==> src/rtl/ext_pkg.sv <==
// Shared constants for the sign/zero-extension arbiter slice.
// Covers the extender mode encodings, the requester identifiers and the default tag width.
package ext_pkg;

    localparam logic EXT_BYTE = 1'b0;
    localparam logic EXT_HALF = 1'b1;

    localparam logic SRC_ID  = 1'b0;
    localparam logic SRC_MEM = 1'b1;

    localparam int EXT_TAG_W = 5;

endpackage

==> src/rtl/ext_unit.sv <==
// Combinational 8/16 -> 32 bit sign/zero extender.
// The mode is selected at runtime by the granted request.
module ext_unit
    import ext_pkg::*;
(
    input  logic [15:0] d,
    input  logic        half,
    input  logic        sext,
    output logic [31:0] y
);

    function automatic logic [31:0] extend(input logic [15:0] src, input logic is_half,
                                           input logic is_signed);
        logic signed [15:0] h_s;
        logic signed [7:0]  b_s;
        logic [31:0]        r;
        h_s = src;
        b_s = src[7:0];
        if (is_half == EXT_HALF)
            r = is_signed ? 32'(h_s) : {16'h0000, src};
        else
            r = is_signed ? 32'(b_s) : {24'h000000, src[7:0]};
        return r;
    endfunction

    assign y = extend(d, half, sext);

endmodule

==> src/rtl/ext_share_ctrl.sv <==
// Round-robin front end for the shared extension unit: arbitrates ID and MEM
// requests, extends the winner and holds the result in a one-entry output stage.
module ext_share_ctrl
    import ext_pkg::*;
#(
    parameter int TAG_W = EXT_TAG_W
) (
    input  logic             clk,
    input  logic             rst_n,
    input  logic             flush,
    input  logic             req0_valid,
    output logic             req0_ready,
    input  logic [15:0]      req0_data,
    input  logic             req0_half,
    input  logic             req0_sext,
    input  logic [TAG_W-1:0] req0_tag,
    input  logic             req1_valid,
    output logic             req1_ready,
    input  logic [15:0]      req1_data,
    input  logic             req1_half,
    input  logic             req1_sext,
    input  logic [TAG_W-1:0] req1_tag,
    output logic             rsp_valid,
    input  logic             rsp_ready,
    output logic [31:0]      rsp_data,
    output logic [TAG_W-1:0] rsp_tag,
    output logic             rsp_src
);

    logic             last_grant;
    logic             can_load;
    logic             gnt_vld_p0;
    logic             gnt_sel_p0;
    logic             xfer_p0;
    logic [15:0]      data_p0;
    logic             half_p0;
    logic             sext_p0;
    logic [TAG_W-1:0] tag_p0;
    logic [31:0]      ext_p0;

    assign can_load = !rsp_valid || rsp_ready;

    // Stage p0: arbitration and operand select
    always_comb begin
        gnt_vld_p0 = req0_valid | req1_valid;
        gnt_sel_p0 = SRC_ID;
        if (req0_valid && req1_valid)
            gnt_sel_p0 = ~last_grant;
        else if (req1_valid)
            gnt_sel_p0 = SRC_MEM;
    end

    // Ready is held low while reset is asserted even though can_load is high then.
    assign xfer_p0    = rst_n & gnt_vld_p0 & can_load & !flush;
    assign req0_ready = xfer_p0 & (gnt_sel_p0 == SRC_ID);
    assign req1_ready = xfer_p0 & (gnt_sel_p0 == SRC_MEM);

    always_comb begin
        data_p0 = req0_data;
        half_p0 = req0_half;
        sext_p0 = req0_sext;
        tag_p0  = req0_tag;
        if (gnt_sel_p0 == SRC_MEM) begin
            data_p0 = req1_data;
            half_p0 = req1_half;
            sext_p0 = req1_sext;
            tag_p0  = req1_tag;
        end
    end

    ext_unit u_ext (
        .d    (data_p0),
        .half (half_p0),
        .sext (sext_p0),
        .y    (ext_p0)
    );

    // Stage p1: output register and grant history
    always_ff @(posedge clk or negedge rst_n) begin
        if (!rst_n) begin
            rsp_valid  <= 1'b0;
            rsp_data   <= '0;
            rsp_tag    <= '0;
            rsp_src    <= SRC_ID;
            last_grant <= SRC_MEM;
        end else if (flush) begin
            rsp_valid <= 1'b0;
        end else if (xfer_p0) begin
            rsp_valid  <= 1'b1;
            rsp_data   <= ext_p0;
            rsp_tag    <= tag_p0;
            rsp_src    <= gnt_sel_p0;
            last_grant <= gnt_sel_p0;
        end else if (rsp_ready) begin
            rsp_valid <= 1'b0;
        end
    end

endmodule

==> config.mk <==
export PLATFORM = sky130hd
export DESIGN_NAME = ext_share_ctrl
export DESIGN_NICKNAME = d
export VERILOG_FILES = /design/src/rtl/ext_pkg.sv /design/src/rtl/ext_unit.sv /design/src/rtl/ext_share_ctrl.sv
export SDC_FILE = /design/constraint.sdc
export NUM_CORES = 1
export LEC_CHECK = 0
export BUFFER_PORTS_ARGS = -buffer_cell sky130_fd_sc_hd__buf_2
export CORE_MARGIN = 3
export CORE_UTILIZATION = 45
export CTS_BUF_LIST = sky130_fd_sc_hd__clkbuf_4 sky130_fd_sc_hd__clkbuf_8
export CTS_CLUSTER_SIZE = 25
export DETAILED_ROUTE_END_ITERATION = 16
export PLACE_DENSITY = 0.82
export SYNTH_ARGS = -nofsm -noshare
export SYNTH_HDL_FRONTEND = slang
export SYNTH_SLANG_ARGS = --single-unit
==> constraint.sdc <==
create_clock -name clk -period 1.47 [get_ports clk]
set_input_delay 0.0735 -clock clk [delete_from_list [all_inputs] [get_ports clk]]
set_output_delay 0.0735 -clock clk [all_outputs]
set_load 0.05 [all_outputs]
==> impl_metrics.ini <==
[outcome]
status = finished, final reports clean

[critical_path]
crit_path_start_kind = flop
critPathMaxFanout = 5
cp-end-kind = output pin
reg2regPathDepth = 3
required_ns = 1.40
critPathArrivalTime_ns = 1.34
crit_type = reg2out

[timing]
finalCriticalPeriod_ns = 1.42
hold_violations = 0
setup_slack_ns = 0.0529
fmax_mhz = 706
min_period_over_period = 0.964
slew_headroom = 0.742
worst_slew_pin_slew_ns = 0.386
finClkSkew_ns = 0.000866
setup_viol = 0
maxSlewViolCount = 0

[clocking]
clkLatencyLatePin_ns = 0.33
h-tree-depth = 1
cts_sinks = 25
cts_buffers = 3
path_clk_slew_ns = 0.14
clockBufferDepth = 2
root_buffer = clkbuf_4
cts_tree = yes

[drt]
avgRoutedWirePerCell_um = 16.1
ant_nets = 0
wl_met3_um = 422
top_layer_used = met4
num_vias = 1767
dr_wl_met2_um = 2740
dr.pass1.iters = 4
wl_um = 5170
vias_per_cell = 5.50
drtIter0Drc = 173
drcViolationCount = 0
drt-met1-wl_um = 1930

[place]
hpwlAfterDp_um = 3260
place_congestion = 0.811
portBuffers = 92
dp_slack_ns = 0.0922
placed_cell_area_um2 = 1950

[floorplanning]
fp.dieArea_um2 = 4270
pin_count = 93
start_util = 0.495
fp-row-count = 20
fp.dieW_um = 65.4
die_h_um = 65.4
core_um2 = 3200

[cells_and_area]
area_growth_pct = 45.7
diodes = 0
finalInstanceArea_um2 = 2310
drive_gt1_frac = 0.440
layout.nets = 330

[logic_synthesis]
syn_avg_cell_area_um2 = 9.17
syn-instance-count = 173
netlist_area_um2 = 1590
synth_cell_types = 31
ys.warnings.count = 0
ys_seq_elements = 25
yosysSeqAreaShare = 0.395
syn_nets = 225

[global_route]
grt_pass1_vias = 1720
grt_pass1_wl_um = 7890
gr-total-overflow = 0
grt_max_degree = 22
antenna_found_initial = 0
grt_use_total = 0.237

[power_and_ir_drop]
leakage_nw = 1.11
p_per_area_nw_per_um2 = 1230
vdd_drop_max_mv = 0.955

[hold_path]
min_path_cells = 3
hp-class = in2reg

[run]
maxCapViolations = 0
[area by class of cell]
cell class	count	area, µm²
fill	253	892
timing repair buffer	128	811
multi-input combinational	119	783
sequential	25	628
tap	44	55.1
clock buffer	3	22.5
clock inverter	1	7.51
inverter	1	3.75
[placed cells by master, fill, tap and decap left out, drive strengths merged, types with 2 or more instances in the layout]
cell         instances
dfrtp               24
a21o                 2
nand3               13
dlygate4sd3         27
clkbuf               3
buf                101
o31ai                4
mux2                 3
a21oi                2
nor3b                2
nand2b              14
o21ai                3
nor2                 2
a31oi               38
nand2               26
o41ai                2
[report_power, final]
part | switching [W] | internal [W]
Combinational | 0.00115 | 0.000428
Sequential | 0.0000936 | 0.000834
Clock | 0.000227 | 0.000105
Total | 0.00147 | 0.00137
[repair_timing]
item,in CTS,in global routing
setup endpoints to repair,2,4
hold buffers,27,0
setup buffers,0,1
resized for setup,5,7
endpoints found under the hold margin,38,0
pin swaps,0,2
[critical path, stage by stage, from the launching register on]
cell	delay (ns)
dfrtp_2	0.46
nand2b_4	0.09
nand3_4	0.14
nor2_4	0.15
buf_6	0.16
[registers in the layout (all words and copies together) (netlist names)]
signal	cells
rsp_src	1
rsp_tag	5
rsp_valid	1
last_grant	1
rsp_data	17
[cells in the mapped netlist (all sizes together)]
master	instances	share of area
o31ai	4	0.019
nand2b	14	0.055
and3b	1	0.0055
clkbuf	3	0.0071
nand3	13	0.044
buf	25	0.12
nor3	1	0.010
nor2b	1	0.0039
inv	1	0.0024
nor2	2	0.0047
nor3b	2	0.013
dfstp	1	0.017
mux2	3	0.021
a21o	2	0.0095
o21ai	3	0.012
a31oi	38	0.15
a211oi	1	0.0047
o21a	1	0.0055
a21bo	1	0.0063
o41ai	2	0.021
nand2	26	0.062
mux2i	1	0.0063
a21oi	2	0.0063
a21boi	1	0.012
dfrtp	24	0.38
[per-stage QoR]
step           TNS [ns]  total power, W  instances  utilization  hold slack (ns)
5_1_grt        -0.00747         0.00298        321        0.721          0.00760
3_5_place_dp          0         0.00243        289        0.610          -0.0871
6_report              0         0.00284        321        0.721          0.00971
4_1_cts        -0.00565         0.00281        320        0.707          0.00403
3_3_place_gp          0         0.00241        289        0.610          -0.0856
2_1_floorplan    -0.118         0.00216        173            -           -0.222
[final timing paths]
kind                              start           end  slack (ns)
max                           rsp_valid    req0_ready        0.05
min in group asynchronous         rst_n       rsp_src        0.16
max in group asynchronous         rst_n    last_grant        0.70
min reg2reg                     rsp_src       rsp_src        0.53
min                        req0_data[7]   rsp_data[7]        0.01
max reg2reg                  last_grant  rsp_data[30]        0.09
[metal layers]
| layer | up-vias | global-route usage |
|---|---|---|
| met4 | 0 | 0.0699 |
| met1 | 852 | 0.270 |
| li1 | 830 | - |
| met5 | - | 0 |
| met3 | 9 | 0.0547 |
| met2 | 76 | 0.439 |
[logic make-up (layout without fill, tap and decap cells)]
family	Yosys count	after routing	share of synthesized area
simple gates	60	60	0.198
flops	25	25	0.395
buf+inv	29	133	0.134
mux	4	4	0.0276
compound gates	55	55	0.245
Note: power is estimated with default switching activity, not from simulation.
